## src/rtl/i2s_tx_pkg.sv

```systemverilog
// Shared audio constants and small helpers for the I2S transmitter.
package i2s_tx_pkg;

  // Sample/slot geometry shared with the tone generators.
  localparam int AUDIO_SAMPLE_W = 24;
  localparam int I2S_SLOT_W     = 32;
  localparam int I2S_BCLK_DIV   = 8;

  // LRCK level names: low selects the left slot, high the right slot.
  typedef enum logic {
    SLOT_LEFT  = 1'b0,
    SLOT_RIGHT = 1'b1
  } slot_e;

  // True when frame bit position n carries sample data (left or right),
  // false for the one-bit I2S delay slot and the zero padding.
  function automatic logic is_data_bit(input int n, input int sample_w, input int slot_w);
    return ((n >= 1) && (n <= sample_w)) ||
           ((n >= slot_w + 1) && (n <= slot_w + sample_w));
  endfunction

endpackage

```

## src/rtl/i2s_tx_if.sv

```systemverilog
// Ready/valid sample stream from a stereo producer into the I2S transmitter.
interface i2s_tx_if
  import i2s_tx_pkg::*;
#(
  parameter int SAMPLE_WIDTH = AUDIO_SAMPLE_W
);

  logic [SAMPLE_WIDTH-1:0] sample_l;
  logic [SAMPLE_WIDTH-1:0] sample_r;
  logic                    sample_valid;
  logic                    sample_ready;

  // Producer side (tone generator).
  modport master (
    output sample_l,
    output sample_r,
    output sample_valid,
    input  sample_ready
  );

  // Consumer side (transmitter).
  modport slave (
    input  sample_l,
    input  sample_r,
    input  sample_valid,
    output sample_ready
  );

endinterface

```

## src/rtl/i2s_tx_bclk_div.sv

```systemverilog
// Bit-clock generator: divides sys_clk into a 50% duty BCLK and reports
// the sys_clk cycle on which BCLK is about to rise or fall.
module i2s_tx_bclk_div
  import i2s_tx_pkg::*;
#(
  parameter int BCLK_DIV = I2S_BCLK_DIV
) (
  input  logic sys_clk,
  input  logic data_reset,
  output logic bclk_o,
  output logic rise_stb_o,
  output logic fall_stb_o
);

  localparam int DW = (BCLK_DIV > 1) ? $clog2(BCLK_DIV) : 1;

  logic [DW-1:0] div_cnt_q, div_cnt_d;
  logic          bclk_q, bclk_d;
  logic          wrap;

  // Half-period counter; BCLK toggles each time the counter wraps.
  always_comb begin
    wrap      = (div_cnt_q == DW'(BCLK_DIV - 1));
    div_cnt_d = wrap ? '0 : div_cnt_q + 1'b1;
    bclk_d    = wrap ? ~bclk_q : bclk_q;
  end

  // Divider state; reset leaves BCLK low at the start of a half-period.
  always_ff @(posedge sys_clk or posedge data_reset) begin
    if (data_reset) begin
      div_cnt_q <= '0;
      bclk_q    <= 1'b0;
    end else begin
      div_cnt_q <= div_cnt_d;
      bclk_q    <= bclk_d;
    end
  end

  assign bclk_o     = bclk_q;
  assign rise_stb_o = wrap && !bclk_q;
  assign fall_stb_o = wrap &&  bclk_q;

endmodule

```

## src/rtl/i2s_tx.sv

```systemverilog
// Philips I2S master transmitter: one-pair holding buffer with ready/valid
// intake, frame latch with underrun replay, and MSB-first serialisation
// of both channels one BCLK after each LRCK edge.
module i2s_tx
  import i2s_tx_pkg::*;
#(
  parameter int BCLK_DIV     = I2S_BCLK_DIV,
  parameter int SAMPLE_WIDTH = AUDIO_SAMPLE_W,
  parameter int SLOT_WIDTH   = I2S_SLOT_W
) (
  input  logic     sys_clk,
  input  logic     data_reset,
  i2s_tx_if.slave  snd,
  output logic     frame_tick,
  output logic     underrun,
  output logic     bclk,
  output logic     lrclk,
  output logic     sdata
);

  localparam int FRAME_BITS = 2 * SLOT_WIDTH;
  localparam int BCW        = $clog2(FRAME_BITS);
  localparam int SHW        = 2 * SAMPLE_WIDTH;

  // Geometry sanity: data must leave room for the I2S delay bit, and the
  // divider needs at least two cycles per half-period.
  if (SAMPLE_WIDTH >= SLOT_WIDTH) begin : g_bad_width
    $error("i2s_tx: SAMPLE_WIDTH (%0d) must be smaller than SLOT_WIDTH (%0d)",
           SAMPLE_WIDTH, SLOT_WIDTH);
  end
  if (BCLK_DIV < 2) begin : g_bad_div
    $error("i2s_tx: BCLK_DIV (%0d) must be at least 2", BCLK_DIV);
  end

  logic bclk_rise, bclk_fall;

  i2s_tx_bclk_div #(
    .BCLK_DIV (BCLK_DIV)
  ) u_bclk_div (
    .sys_clk    (sys_clk),
    .data_reset (data_reset),
    .bclk_o     (bclk),
    .rise_stb_o (bclk_rise),
    .fall_stb_o (bclk_fall)
  );

  logic [BCW-1:0]          bit_cnt_q, bit_cnt_d, bit_nxt;
  slot_e                   lrclk_q, lrclk_d;
  logic                    sdata_q, sdata_d;
  logic                    frame_tick_q, frame_tick_d;
  logic                    underrun_q, underrun_d;
  logic                    hold_full_q, hold_full_d;
  logic [SAMPLE_WIDTH-1:0] hold_l_q, hold_l_d;
  logic [SAMPLE_WIDTH-1:0] hold_r_q, hold_r_d;
  logic [SAMPLE_WIDTH-1:0] last_l_q, last_l_d;
  logic [SAMPLE_WIDTH-1:0] last_r_q, last_r_d;
  logic [SHW-1:0]          shifter_q, shifter_d;
  logic                    accept;

  // Bit sequencing, frame latch and holding-register handshake. The latch
  // looks at the holding state from before this cycle's write, so a pair
  // accepted on the latch cycle is kept for the following frame.
  always_comb begin
    bit_cnt_d    = bit_cnt_q;
    lrclk_d      = lrclk_q;
    sdata_d      = sdata_q;
    frame_tick_d = 1'b0;
    underrun_d   = 1'b0;
    hold_full_d  = hold_full_q;
    hold_l_d     = hold_l_q;
    hold_r_d     = hold_r_q;
    last_l_d     = last_l_q;
    last_r_d     = last_r_q;
    shifter_d    = shifter_q;

    accept  = snd.sample_valid && !hold_full_q;
    bit_nxt = (bit_cnt_q == BCW'(FRAME_BITS - 1)) ? '0 : bit_cnt_q + 1'b1;

    if (bclk_fall) begin
      bit_cnt_d = bit_nxt;
      lrclk_d   = (int'(bit_nxt) >= SLOT_WIDTH) ? SLOT_RIGHT : SLOT_LEFT;

      if (bit_nxt == '0) begin
        frame_tick_d = 1'b1;
        sdata_d      = 1'b0;
        if (hold_full_q) begin
          shifter_d   = {hold_l_q, hold_r_q};
          last_l_d    = hold_l_q;
          last_r_d    = hold_r_q;
          hold_full_d = 1'b0;
        end else begin
          shifter_d  = {last_l_q, last_r_q};
          underrun_d = 1'b1;
        end
      end else if (is_data_bit(int'(bit_nxt), SAMPLE_WIDTH, SLOT_WIDTH)) begin
        sdata_d   = shifter_q[SHW-1];
        shifter_d = {shifter_q[SHW-2:0], 1'b0};
      end else begin
        sdata_d = 1'b0;
      end
    end

    if (accept) begin
      hold_l_d    = snd.sample_l;
      hold_r_d    = snd.sample_r;
      hold_full_d = 1'b1;
    end
  end

  // State registers. data_reset arrives already release-synchronised from
  // the system reset controller; assertion aborts any frame in progress.
  always_ff @(posedge sys_clk or posedge data_reset) begin
    if (data_reset) begin
      bit_cnt_q    <= BCW'(FRAME_BITS - 1);
      lrclk_q      <= SLOT_LEFT;
      sdata_q      <= 1'b0;
      frame_tick_q <= 1'b0;
      underrun_q   <= 1'b0;
      hold_full_q  <= 1'b0;
      hold_l_q     <= '0;
      hold_r_q     <= '0;
      last_l_q     <= '0;
      last_r_q     <= '0;
      shifter_q    <= '0;
    end else begin
      bit_cnt_q    <= bit_cnt_d;
      lrclk_q      <= lrclk_d;
      sdata_q      <= sdata_d;
      frame_tick_q <= frame_tick_d;
      underrun_q   <= underrun_d;
      hold_full_q  <= hold_full_d;
      hold_l_q     <= hold_l_d;
      hold_r_q     <= hold_r_d;
      last_l_q     <= last_l_d;
      last_r_q     <= last_r_d;
      shifter_q    <= shifter_d;
    end
  end

  assign snd.sample_ready = !hold_full_q;
  assign frame_tick       = frame_tick_q;
  assign underrun         = underrun_q;
  assign lrclk            = lrclk_q;
  assign sdata            = sdata_q;

  // BCLK edges alternate, so a rise and a fall can never share a cycle.
  a_strobe_exclusive : assert property (
    @(posedge sys_clk) disable iff (data_reset) !(bclk_rise && bclk_fall)
  );

endmodule

```

## src/flat_wrapper.sv

```systemverilog
// flat-port wrapper written by rule: the top's interface ports become plain ports
module i2s_tx_flat import i2s_tx_pkg::*;
#(
  parameter int BCLK_DIV     = I2S_BCLK_DIV,
  parameter int SAMPLE_WIDTH = AUDIO_SAMPLE_W,
  parameter int SLOT_WIDTH   = I2S_SLOT_W
)
  (sys_clk, data_reset, frame_tick, underrun, bclk, lrclk, sdata, snd_sample_l, snd_sample_r, snd_sample_valid, snd_sample_ready);
  i2s_tx_if #(.SAMPLE_WIDTH(SAMPLE_WIDTH)) snd_i ();
  input  logic sys_clk;
  input  logic data_reset;
  output logic frame_tick;
  output logic underrun;
  output logic bclk;
  output logic lrclk;
  output logic sdata;
  input wire logic [$bits(snd_i.sample_l)-1:0] snd_sample_l;
  input wire logic [$bits(snd_i.sample_r)-1:0] snd_sample_r;
  input wire logic [$bits(snd_i.sample_valid)-1:0] snd_sample_valid;
  output wire logic [$bits(snd_i.sample_ready)-1:0] snd_sample_ready;
  assign snd_i.sample_l = snd_sample_l;
  assign snd_i.sample_r = snd_sample_r;
  assign snd_i.sample_valid = snd_sample_valid;
  assign snd_sample_ready = snd_i.sample_ready;
  i2s_tx #(.BCLK_DIV(BCLK_DIV), .SAMPLE_WIDTH(SAMPLE_WIDTH), .SLOT_WIDTH(SLOT_WIDTH)) u_core (.sys_clk(sys_clk), .data_reset(data_reset), .snd(snd_i), .frame_tick(frame_tick), .underrun(underrun), .bclk(bclk), .lrclk(lrclk), .sdata(sdata));
endmodule
```

## config.mk

```make
export PLATFORM = sky130hd
export DESIGN_NAME = i2s_tx_flat
export DESIGN_NICKNAME = d
export VERILOG_FILES = /design/src/rtl/i2s_tx_pkg.sv /design/src/rtl/i2s_tx_if.sv /design/src/rtl/i2s_tx_bclk_div.sv /design/src/rtl/i2s_tx.sv /design/src/flat_wrapper.sv
export SDC_FILE = /design/constraint.sdc
export NUM_CORES = 1
export LEC_CHECK = 0
export ABC_AREA = 1
export BUFFER_PORTS_ARGS = -buffer_cell sky130_fd_sc_hd__buf_2
export CELL_PAD_IN_SITES_DETAIL_PLACEMENT = 1
export CELL_PAD_IN_SITES_GLOBAL_PLACEMENT = 1
export CORE_ASPECT_RATIO = 0.7
export CORE_MARGIN = 2
export CORE_UTILIZATION = 48
export CTS_CLUSTER_DIAMETER = 120
export CTS_CLUSTER_SIZE = 28
export DETAILED_ROUTE_END_ITERATION = 7
export MAX_ROUTING_LAYER = met4
export PLACE_DENSITY_LB_ADDON = 0.1
export SKIP_CTS_REPAIR_TIMING = 1
export SYNTH_ARGS = -nofsm -noshare
export SYNTH_HDL_FRONTEND = slang
export SYNTH_HIERARCHICAL = 1
export SYNTH_SLANG_ARGS = --single-unit
```

## constraint.sdc

```tcl
create_clock -name sys_clk -period 12.6 [get_ports sys_clk]
set_input_delay 1.26 -clock sys_clk [delete_from_list [all_inputs] [get_ports sys_clk]]
set_output_delay 1.26 -clock sys_clk [all_outputs]
set_load 0.005 [all_outputs]
```

==> Word level (Yosys, flattened, before mapping) <==
Index checks and enable logic that the tools add are counted.
{ "totals": {"register_bits": 159, "inputBits": 51, "output_inout_bits": 6, "wordCells": 52} }
{ "classes": {"add_sub_neg": 2, "magnitude_cmp": 5, "n_eq_ne": 2, "mux": 16, "n_bitwise": 1, "reduce_logical": 13} }
{ "ops": {"columns": ["cell", "n"], "rows": [
  ["$mux 48", 3],
  ["$ge 6x6->1 const B", 2],
  ["$mux 1", 11],
  ["$add 6x1->6 const B", 1],
  ["$eq 6x6->1 const B", 1],
  ["$ge 6x1->1 const B", 1],
  ["$le 6x5->1 const B", 1],
  ["$le 6x6->1 const B", 1],
  ["$logic_not 6->1", 1],
  ["$mux 6", 1],
  ["$reduce_bool 2->1", 3],
  ["$logic_and 1x1->1", 4],
  ["$reduce_and 2->1", 2],
  ["$add 3x1->3 const B", 1],
  ["$eq 3x3->1 const B", 1],
  ["$mux 3", 1],
  ["$reduce_and 3->1", 1],
  ["$logic_not 1->1", 1],
  ["$logic_or 1x1->1", 1],
  ["$not 1->1", 1]
]} }

==> Depth between registers and ports, before layout <==
Gate-level depths: netlist (run 1).
{ "depth": {"word_depth": 7, "depth_mapped": 14, "ltp_nobuf": 12} }

==> By module <==
Netlist (run 1), hierarchy kept.
{ "by_module_without_submodules": {"columns": ["module", "instances", "cells_per_inst", "area_per_inst_um2", "seq_area_each_um2"], "rows": [
  ["i2s_tx", 1, 912, 7173.1, 3886.2],
  ["i2s_tx_bclk_div", 1, 16, 162.7, 100.1]
]} }

==> Least setup slack after synthesis (run 1) <==
OpenSTA, ideal clock, no wires.
{ "synth_timing": {"kind": "register -> output", "from": "register u_core.hold_full_q", "to": "output port snd_sample_ready", "arrival_time_ps": 1056, "required_ps": 11340, "path_slack_ps": 10284, "stages_incl_launch_ff": 4, "n_path_buf": 2, "cell_sequence": "dfrtp_1 -> inv_1 -> clkbuf_1 -> clkbuf_1"} }
{ "synth_via": {"elab_chain_cells": 1} }
{ "synth_lines": {"columns": ["item", "line_no", "text"], "rows": [
  ["start: declaration", "i2s_tx.sv:52", "logic hold_full_q, hold_full_d;"],
  ["start signal: assignment", "i2s_tx.sv:131", "hold_full_q <= hold_full_d;"],
  ["$logic_not 1->1", "i2s_tx.sv:140", "assign snd.sample_ready = !hold_full_q;"],
  ["end: declaration", "flat_wrapper.sv:20", "output wire logic [$bits(snd_i.sample_ready)-1:0] snd_sample_ready;"]
]} }
Every way passes these cells.

==> Worst setup path in the final report (run 1) <==
{ "layout_timing": {"from": "register u_core.bit_cnt_q[0]", "to": "register u_core.shifter_q[17]"} }
{ "layout_via": {"elab_chain_cells": 7, "word_cells_on_any_way": 14, "classes_between": "1 x add/sub; 4 x order compare; 1 x eq/ne; 2 x mux; 6 x reduce/logical"} }
{ "layout_lines": {"columns": ["item", "line_no", "text"], "rows": [
  ["start: declaration", "i2s_tx.sv:47", "logic [BCW-1:0] bit_cnt_q, bit_cnt_d, bit_nxt;"],
  ["start signal: assignment", "i2s_tx.sv:114", "bit_cnt_q <= BCW'(FRAME_BITS - 1);"],
  ["start signal: assignment", "i2s_tx.sv:126", "bit_cnt_q <= bit_cnt_d;"],
  ["$add 6x1->6 or $eq 6x6->1 (tied branches)", "i2s_tx.sv:77", "bit_nxt = (bit_cnt_q == BCW'(FRAME_BITS - 1)) ? '0 : bit_cnt_q + 1'b1;"],
  ["$mux 6 *", "i2s_tx.sv:77", null],
  ["$ge 6x1->1, or another cell as far along", "i2s_tx_pkg.sv:18", "return ((n >= 1) && (n <= sample_w)) ||"],
  ["$logic_and 1x1->1, on equally long branches", "i2s_tx_pkg.sv:18, i2s_tx_pkg.sv:19", null],
  ["$logic_or 1x1->1", "i2s_tx_pkg.sv:18", null],
  ["$reduce_bool 2->1 (no source line)", null, null],
  ["$reduce_and 2->1 (no source line)", null, null],
  ["end signal: assignment", "i2s_tx.sv:136", "shifter_q <= shifter_d;"],
  ["end: declaration", "i2s_tx.sv:57", "logic [SHW-1:0] shifter_q, shifter_d;"]
]} }
Mark *: on every way between the ends. The rest lies on a longest branch, timed or not.
A chain may end at the register's enable or synchronous reset.

==> impl_metrics.xml, run 1 <==
<?xml version="1.0" encoding="UTF-8"?>
<metrics>
  <group name="setup_path">
    <metric name="regToRegStartpoint" unit="">u_core/bit_cnt_q[0]$_DFFE_PP1P_</metric>
    <metric name="crit_chain" unit="">ha_1 -&gt; nand2_1 -&gt; inv_2 -&gt; nand2_1 -&gt; nand2_2 -&gt; nand2_2 -&gt; nor2_4 -&gt; buf_4 -&gt; nand3_2 -&gt; nand2_1 -&gt; buf_4 -&gt; nand2_1 -&gt; nand2_1</metric>
    <metric name="timing.reg2reg.worst_path_depth" unit="">13</metric>
    <metric name="critical-path-top-delay-family" unit="">simple AND/OR/NAND/NOR gates</metric>
    <metric name="critPathMaxFanout" unit="">51</metric>
    <metric name="critPathArrivalTime" unit="ns">4.95</metric>
    <metric name="path_class" unit="">flip-flop to flip-flop</metric>
    <metric name="critical_path.max_stage_delay" unit="ns">1.01</metric>
    <metric name="critical_path_required" unit="ns">12.96</metric>
    <metric name="regToRegEndpoint" unit="">u_core/shifter_q[17]$_DFFE_PP0P_</metric>
    <metric name="cp_buf_inv_count" unit="">3</metric>
    <metric name="most_frequent_cell_on_critical_path" unit="">sky130_fd_sc_hd__nand2_1</metric>
    <metric name="timing.critical_path.to_type" unit="">flip-flop</metric>
    <metric name="setup.worst_path.start_class" unit="">flip-flop</metric>
    <metric name="ff2ff_setup_slack" unit="ns">8.01</metric>
    <metric name="critical_path.slowest_cell" unit="">sky130_fd_sc_hd__nand2_1</metric>
  </group>
  <group name="pwr">
    <metric name="share_comb_of_total_power" unit="%">4.8</metric>
    <metric name="netSwitchingFraction" unit="%">21.4</metric>
    <metric name="internal_dissipation" unit="uW">918</metric>
    <metric name="ir_drop" unit="mV">0.0800</metric>
    <metric name="power.share.clock" unit="%">49.5</metric>
    <metric name="total_power" unit="mW">1.17</metric>
    <metric name="power.switching" unit="uW">250</metric>
    <metric name="pwr_density_cell" unit="nW/um^2">141</metric>
    <metric name="static-leakage-power" unit="nW">4.37</metric>
    <metric name="portion_of_total_power_attributed_to_sequential_cells" unit="%">45.7</metric>
  </group>
  <group name="timing">
    <metric name="setup_repair_after_global_routing_missed_its_margin" unit="">no</metric>
    <metric name="fin_tns_setup" unit="ns">0</metric>
    <metric name="worst_slew_pin_slew" unit="ns">1.11</metric>
    <metric name="final_min_period_over_clock_period" unit="%">36.4</metric>
    <metric name="skew_final" unit="ns">0.00731</metric>
    <metric name="timing.final.hold_violations" unit="">0</metric>
    <metric name="timing.fmax" unit="MHz">218</metric>
    <metric name="number_of_failing_setup_endpoints_in_the_final_timing_report" unit="">0</metric>
    <metric name="fin_crit" unit="ns">4.59</metric>
    <metric name="max-slew-margin-rel" unit="%">26.1</metric>
    <metric name="final_max_slew_viol_count" unit="">0</metric>
  </group>
  <group name="floorplanning">
    <metric name="row_count" unit="">37</metric>
    <metric name="floorplan.die_area" unit="sq um">16300</metric>
    <metric name="die_h" unit="um">107</metric>
    <metric name="core_region_area" unit="sq um">14800</metric>
    <metric name="die-width" unit="um">152</metric>
    <metric name="pin_count" unit="">57</metric>
    <metric name="floorplan.initialDensity" unit="%">49.5</metric>
  </group>
  <group name="final_layout">
    <metric name="final_net_count" unit="">1003</metric>
    <metric name="area_delta_synth_final" unit="%">13.2</metric>
    <metric name="antenna-diode-count" unit="">0</metric>
    <metric name="instances_no_fill" unit="">1155</metric>
    <metric name="non_filler_cell_area_final" unit="sq um">8300</metric>
    <metric name="drive_gt1_share" unit="%">11.6</metric>
    <metric name="layout.filler_cells" unit="">1840</metric>
  </group>
  <group name="global_route">
    <metric name="initial_antenna_violation_count" unit="">0</metric>
    <metric name="first_pass_grt_wire_length" unit="um">32000</metric>
    <metric name="grt_max_degree" unit="">97</metric>
    <metric name="grt-ovfl-total" unit="">0</metric>
    <metric name="global_route.usage.total" unit="%">25.6</metric>
    <metric name="number_of_global_route_vias_before_repair" unit="">6731</metric>
  </group>
  <group name="placement">
    <metric name="place_hpwl" unit="um">10900</metric>
    <metric name="routability_congestion_estimate" unit="">0.825</metric>
    <metric name="port-buffer-count" unit="">56</metric>
    <metric name="placed_area" unit="sq um">7640</metric>
    <metric name="numPlacedInstances" unit="">1124</metric>
  </group>
  <group name="run">
    <metric name="drv_cap" unit="">0</metric>
  </group>
  <group name="drt">
    <metric name="via_count" unit="">6140</metric>
    <metric name="drc_errors" unit="">0</metric>
    <metric name="drt-total-wl" unit="um">18700</metric>
    <metric name="viasPerCell" unit="">5.32</metric>
    <metric name="drt_pre_antenna_iters" unit="">4</metric>
    <metric name="detail_route.iter0.violations" unit="">327</metric>
    <metric name="drt-wirelength-per-cell" unit="um">16.2</metric>
    <metric name="drtAntennaViolNets" unit="">0</metric>
  </group>
  <group name="clocking">
    <metric name="numCtsBuffers" unit="">17</metric>
    <metric name="clk_transition_reported_paths" unit="ns">0.06</metric>
    <metric name="clock-root-buffer" unit="">sky130_fd_sc_hd__clkbuf_16</metric>
    <metric name="ctsHtreeMaxLevel" unit="">4</metric>
    <metric name="insertion_delay" unit="ns">0.43</metric>
    <metric name="tritoncts" unit="">yes</metric>
    <metric name="cts.sink_count" unit="">159</metric>
    <metric name="clockBufferDepth" unit="">2</metric>
  </group>
  <group name="yosys">
    <metric name="mean_instance_size_in_the_synthesized_netlist" unit="sq um">7.91</metric>
    <metric name="ys_warn_count" unit="">6</metric>
    <metric name="mappedNetlistArea" unit="sq um">7330</metric>
    <metric name="synth_cells" unit="">927</metric>
    <metric name="syn-num-nets" unit="">982</metric>
  </group>
  <group name="worst_hold_path">
    <metric name="min_to" unit="">u_core/u_bclk_div/div_cnt_q[0]$_DFF_PP0_</metric>
    <metric name="worstHoldStart" unit="">u_core/u_bclk_div/div_cnt_q[0]$_DFF_PP0_</metric>
    <metric name="timing.hold.worst_path_depth" unit="">1</metric>
    <metric name="hold_path.class" unit="">flip-flop to flip-flop</metric>
  </group>
  <group name="run_status">
    <metric name="status" unit="">finished clean</metric>
  </group>
</metrics>
## flip-flops by register name (all words and copies together), names as in the netlist
| name | count |
|---|---|
| u_core/last_l_q | 24 |
| u_core/u_bclk_div/bclk_o | 1 |
| u_core/hold_l_q | 24 |
| u_core/sdata | 1 |
| u_core/lrclk | 1 |
| u_core/u_bclk_div/div_cnt_q | 3 |
| u_core/underrun | 1 |
| u_core/bit_cnt_q | 6 |
| u_core/shifter_q | 48 |
| u_core/hold_full_q | 1 |
| u_core/hold_r_q | 24 |
| u_core/last_r_q | 24 |
| u_core/frame_tick | 1 |
## layer usage
layer | vias up | part of all wire [%] | GRT usage (%)
met2 | 62 | 51 | 43.1
met5 | - | 0 | -
met3 | 18 | 2.3 | 4.75
met4 | 0 | 1.1 | 7.08
met1 | 3066 | 46 | 31.9
li1 | 2994 | - | -
## power by group through the flow
stage / Clock (mW) / Combinational [mW] / Sequential (mW)
global route: 0.608 / 0.0660 / 0.535
finish: 0.578 / 0.0565 / 0.534
detailed placement: 0 / 0.0571 / 0.543
CTS: 0.589 / 0.0579 / 0.534
floorplan: 0 / 0.0354 / 0.541
global placement: 0 / 0.0545 / 0.542
## metrics by stage
stage / util (%) / hold slack, ns / setup slack [ns]
6_report: 56.0 / 0.444 / 8.01
5_1_grt: 56.0 / 0.478 / 7.62
4_1_cts: 56.0 / 0.444 / 8.05
3_5_place_dp: 51.6 / 0.435 / 8.14
3_3_place_gp: 51.6 / 0.420 / 8.40
2_1_floorplan: - / 0.410 / 7.17
## worst reg2reg max path, cell delays in order (launching register included)
cell,delay (ns)
sky130_fd_sc_hd__dfstp_2,0.60
sky130_fd_sc_hd__ha_1,0.23
sky130_fd_sc_hd__nand2_1,0.13
sky130_fd_sc_hd__inv_2,0.11
sky130_fd_sc_hd__nand2_1,0.08
sky130_fd_sc_hd__nand2_2,0.10
sky130_fd_sc_hd__nand2_2,0.07
sky130_fd_sc_hd__nor2_4,0.09
sky130_fd_sc_hd__buf_4,0.47
sky130_fd_sc_hd__nand3_2,0.98
sky130_fd_sc_hd__nand2_1,1.03
sky130_fd_sc_hd__buf_4,0.43
sky130_fd_sc_hd__nand2_1,0.13
sky130_fd_sc_hd__nand2_1,0.09
## worst max path at each step
stage	start	to	slack (ns)	depth (start not counted)
2_1_floorplan	data_reset	u_core/frame_tick$_DFF_PP0_	7.17	1
3_3_place_gp	u_core/bit_cnt_q[0]$_DFFE_PP1P_	u_core/shifter_q[6]$_DFFE_PP0P_	8.40	13
3_5_place_dp	u_core/bit_cnt_q[0]$_DFFE_PP1P_	u_core/shifter_q[5]$_DFFE_PP0P_	8.14	13
4_1_cts	u_core/bit_cnt_q[0]$_DFFE_PP1P_	u_core/shifter_q[17]$_DFFE_PP0P_	8.05	13
5_1_grt	u_core/bit_cnt_q[0]$_DFFE_PP1P_	u_core/shifter_q[5]$_DFFE_PP0P_	7.62	13
6_report	u_core/bit_cnt_q[0]$_DFFE_PP1P_	u_core/shifter_q[17]$_DFFE_PP0P_	8.01	13
## cell usage in the layout, fill, tap and decap left out
cell type,instances
sky130_fd_sc_hd__nand2_1,315
sky130_fd_sc_hd__dfrtp_1,153
sky130_fd_sc_hd__nand3_1,100
sky130_fd_sc_hd__inv_1,62
sky130_fd_sc_hd__nor2_1,59
sky130_fd_sc_hd__buf_2,56
sky130_fd_sc_hd__o21ai_0,55
sky130_fd_sc_hd__a21oi_1,49
sky130_fd_sc_hd__o21ai_1,48
sky130_fd_sc_hd__clkbuf_16,17
sky130_fd_sc_hd__buf_4,7
sky130_fd_sc_hd__dfstp_2,6
sky130_fd_sc_hd__bufinv_16,5
sky130_fd_sc_hd__clkbuf_8,4
sky130_fd_sc_hd__ha_1,4
sky130_fd_sc_hd__clkinv_2,3
sky130_fd_sc_hd__nand3_2,3
sky130_fd_sc_hd__inv_6,2
sky130_fd_sc_hd__inv_2,2
sky130_fd_sc_hd__nand4_1,2
sky130_fd_sc_hd__nand2_2,2
sky130_fd_sc_hd__clkinvlp_4,1
sky130_fd_sc_hd__nand2_4,1
sky130_fd_sc_hd__clkinv_1,1
sky130_fd_sc_hd__nor2_4,1
sky130_fd_sc_hd__mux2i_1,1
sky130_fd_sc_hd__nand4_4,1
## final cells by class
cell class | count | area [sq um] | share of cell area (%)
clock buffers | 21 | 480 | 5.79
clock inverters | 10 | 181 | 2.19
flip-flops and latches | 159 | 3990 | 48.0
well taps | 195 | 244 | 2.94
repair buffers | 63 | 333 | 4.01
inverters | 66 | 253 | 3.04
multi-input cells | 641 | 2820 | 34.0
Power figures use the tool's default switching activity.
==> inputs of run 2 (changes only) <==
- CORE_UTILIZATION: 48 -> 45
- clock period: 12.6 -> 4.5 ns (I/O delays scaled with it)
==> run 2 against run 1 <==
Global-route usage shrank 0.84 points. Hold slack lost 0.17 ns. Non-clock buffer count grew 4. Critical endpoint is now u_core/shifter_q[14]$_DFFE_PP0P_.
==> impl_metrics.xml, run 2 (same netlist as run 1, synthesis figures left out) <==
<?xml version="1.0" encoding="UTF-8"?>
<metrics>
  <group name="run_status">
    <metric name="status" unit="">finished clean</metric>
  </group>
  <group name="drt">
    <metric name="via_count" unit="">6178</metric>
    <metric name="detail_route.iter0.violations" unit="">371</metric>
    <metric name="drt_pre_antenna_iters" unit="">4</metric>
    <metric name="drt-wirelength-per-cell" unit="um">16.2</metric>
    <metric name="drtAntennaViolNets" unit="">0</metric>
    <metric name="drc_errors" unit="">0</metric>
    <metric name="drt-total-wl" unit="um">19200</metric>
    <metric name="viasPerCell" unit="">5.21</metric>
  </group>
  <group name="final_layout">
    <metric name="most-common-layout-cells" unit="">315 x sky130_fd_sc_hd__nand2_1, 153 x sky130_fd_sc_hd__dfrtp_1, 100 x sky130_fd_sc_hd__nand3_1, 62 x sky130_fd_sc_hd__inv_1, 59 x sky130_fd_sc_hd__nor2_1</metric>
    <metric name="drive_gt1_share" unit="%">11.6</metric>
    <metric name="final_net_count" unit="">1007</metric>
    <metric name="antenna-diode-count" unit="">0</metric>
    <metric name="regMostFlops" unit="">u_core/shifter_q</metric>
    <metric name="max_ffs_per_register" unit="">48</metric>
    <metric name="area_delta_synth_final" unit="%">14.0</metric>
    <metric name="instances_no_fill" unit="">1185</metric>
    <metric name="layout.cells.most_common" unit="">sky130_fd_sc_hd__nand2_1</metric>
    <metric name="post-route-util" unit="%">53.1</metric>
  </group>
  <group name="pwr">
    <metric name="share_comb_of_total_power" unit="%">5.1</metric>
    <metric name="portion_of_total_power_attributed_to_sequential_cells" unit="%">46.5</metric>
    <metric name="pwr_density_cell" unit="nW/um^2">384</metric>
    <metric name="power.share.clock" unit="%">48.4</metric>
    <metric name="static-leakage-power" unit="nW">4.38</metric>
    <metric name="netSwitchingFraction" unit="%">21.8</metric>
    <metric name="ir_drop" unit="mV">0.224</metric>
    <metric name="power.switching" unit="uW">700</metric>
    <metric name="internal_dissipation" unit="mW">2.51</metric>
  </group>
  <group name="timing">
    <metric name="skew_final" unit="ns">0.00762</metric>
    <metric name="final_min_period_over_clock_period" unit="%">73.9</metric>
    <metric name="finalWorstSetupSlack" unit="ns">1.17</metric>
    <metric name="timing.fmax" unit="MHz">301</metric>
    <metric name="fin_crit" unit="ns">3.33</metric>
    <metric name="final_max_slew_viol_count" unit="">0</metric>
    <metric name="worst_slew_pin_slew" unit="ns">1.01</metric>
    <metric name="fin_tns_setup" unit="ns">0</metric>
    <metric name="max-slew-margin-rel" unit="%">32.6</metric>
    <metric name="number_of_failing_setup_endpoints_in_the_final_timing_report" unit="">0</metric>
    <metric name="timing.final.hold_violations" unit="">0</metric>
    <metric name="setup_repair_after_global_routing_missed_its_margin" unit="">no</metric>
  </group>
  <group name="setup_path">
    <metric name="critPathMaxFanout" unit="">28</metric>
    <metric name="critPathArrivalTime" unit="ns">3.68</metric>
    <metric name="regToRegStartpoint" unit="">u_core/bit_cnt_q[0]$_DFFE_PP1P_</metric>
    <metric name="critical_path_required" unit="ns">4.85</metric>
    <metric name="timing.critical_path.to_type" unit="">flip-flop</metric>
    <metric name="regToRegEndpoint" unit="">u_core/shifter_q[14]$_DFFE_PP0P_</metric>
    <metric name="timing.reg2reg.worst_path_depth" unit="">12</metric>
    <metric name="cp-startpoint" unit="">u_core/bit_cnt_q[0]$_DFFE_PP1P_</metric>
    <metric name="setup.worst_path.start_class" unit="">flip-flop</metric>
    <metric name="ff2ff_setup_slack" unit="ns">1.17</metric>
    <metric name="path_class" unit="">flip-flop to flip-flop</metric>
    <metric name="endpoint" unit="">u_core/shifter_q[14]$_DFFE_PP0P_</metric>
  </group>
  <group name="worst_hold_path">
    <metric name="hold_path.class" unit="">input pin to flip-flop</metric>
    <metric name="worstHoldStart" unit="">snd_sample_l[19]</metric>
  </group>
  <group name="clocking">
    <metric name="cts.sink_count" unit="">159</metric>
    <metric name="numCtsBuffers" unit="">17</metric>
    <metric name="ctsHtreeMaxLevel" unit="">4</metric>
    <metric name="clock-root-buffer" unit="">sky130_fd_sc_hd__clkbuf_16</metric>
    <metric name="tritoncts" unit="">yes</metric>
    <metric name="clockBufferDepth" unit="">2</metric>
    <metric name="clk_transition_reported_paths" unit="ns">0.06</metric>
    <metric name="insertion_delay" unit="ns">0.42</metric>
  </group>
  <group name="floorplanning">
    <metric name="floorplan.die_area" unit="sq um">17300</metric>
    <metric name="core_region_area" unit="sq um">15700</metric>
    <metric name="die_h" unit="um">111</metric>
    <metric name="pin_count" unit="">57</metric>
    <metric name="floorplan.initialDensity" unit="%">46.6</metric>
    <metric name="die-width" unit="um">157</metric>
    <metric name="row_count" unit="">38</metric>
  </group>
  <group name="placement">
    <metric name="port-buffer-count" unit="">56</metric>
    <metric name="numPlacedInstances" unit="">1152</metric>
    <metric name="place_hpwl" unit="um">11900</metric>
    <metric name="routability_congestion_estimate" unit="">0.809</metric>
    <metric name="dp_worst_setup_slack" unit="ns">1.22</metric>
  </group>
  <group name="global_route">
    <metric name="first_pass_grt_wire_length" unit="um">33500</metric>
    <metric name="number_of_global_route_vias_before_repair" unit="">6908</metric>
    <metric name="global_route.usage.total" unit="%">24.8</metric>
    <metric name="initial_antenna_violation_count" unit="">0</metric>
    <metric name="grt-ovfl-total" unit="">0</metric>
    <metric name="grt_max_degree" unit="">113</metric>
  </group>
  <group name="run">
    <metric name="drv_cap" unit="">0</metric>
  </group>
</metrics>
==> run 2: per-stage QoR <==
stage	total power, mW	hold slack [ns]	cell area (sq um)
final	3.21	0.273	8360
after global routing	3.35	0.281	8360
after CTS	3.25	-0.0808	8350
after detailed placement	1.69	0.371	7720
after global placement	1.67	0.362	7720
after floorplan	1.62	0.216	7340
==> run 2: metal layers <==
layer	track usage [%]	share of wire (%)	vias up
met5	-	0	-
met4	7.28	1.4	0
met3	4.07	2.4	20
met2	40.4	49	76
met1	32.0	47	3085
li1	-	-	2997
==> run 2: worst min-delay path by stage <==
| stage | endpoint | depth (start not counted) | slack [ns] |
|---|---|---|---|
| 2_1_floorplan | u_core/u_bclk_div/bclk_o$_DFFE_PP0N_ | 1 | 0.22 |
| 3_3_place_gp | u_core/u_bclk_div/bclk_o$_DFFE_PP0N_ | 2 | 0.36 |
| 3_5_place_dp | u_core/u_bclk_div/bclk_o$_DFFE_PP0N_ | 2 | 0.37 |
| 4_1_cts | u_core/u_bclk_div/bclk_o$_DFFE_PP0N_ | 2 | -0.08 |
| 5_1_grt | u_core/hold_l_q[7]$_DFFE_PP0P_ | 3 | 0.28 |
| 6_report | u_core/hold_l_q[19]$_DFFE_PP0P_ | 3 | 0.27 |
==> run 2: power by group through the flow <==
stage                     Combinational, mW  Sequential, mW  Clock, mW
after global routing                  0.190            1.50       1.66
after CTS                             0.167            1.49       1.59
after global placement                0.158            1.52          0
final                                 0.164            1.49       1.56
after floorplan                      0.0994            1.52          0
after detailed placement              0.165            1.52          0
==> run 2: layout make-up <==
class,count,area (sq um)
clock buffer,20,437
clock inverter,12,194
fill,1921,7380
inverter,66,251
multi-input combinational,641,2820
sequential,159,3990
tap,220,275
timing repair buffer,67,390
==> run 2: critical path: stages (launching register included) <==
cell	delay, ns
sky130_fd_sc_hd__dfstp_2	0.60
sky130_fd_sc_hd__ha_1	0.21
sky130_fd_sc_hd__nand2_1	0.11
sky130_fd_sc_hd__inv_2	0.10
sky130_fd_sc_hd__nand2_1	0.07
sky130_fd_sc_hd__nand2_2	0.09
sky130_fd_sc_hd__nand2_2	0.06
sky130_fd_sc_hd__nor2_4	0.57
sky130_fd_sc_hd__nand3_2	0.14
sky130_fd_sc_hd__nand2_1	0.79
sky130_fd_sc_hd__buf_4	0.33
sky130_fd_sc_hd__nand2_1	0.09
sky130_fd_sc_hd__nand2_1	0.07
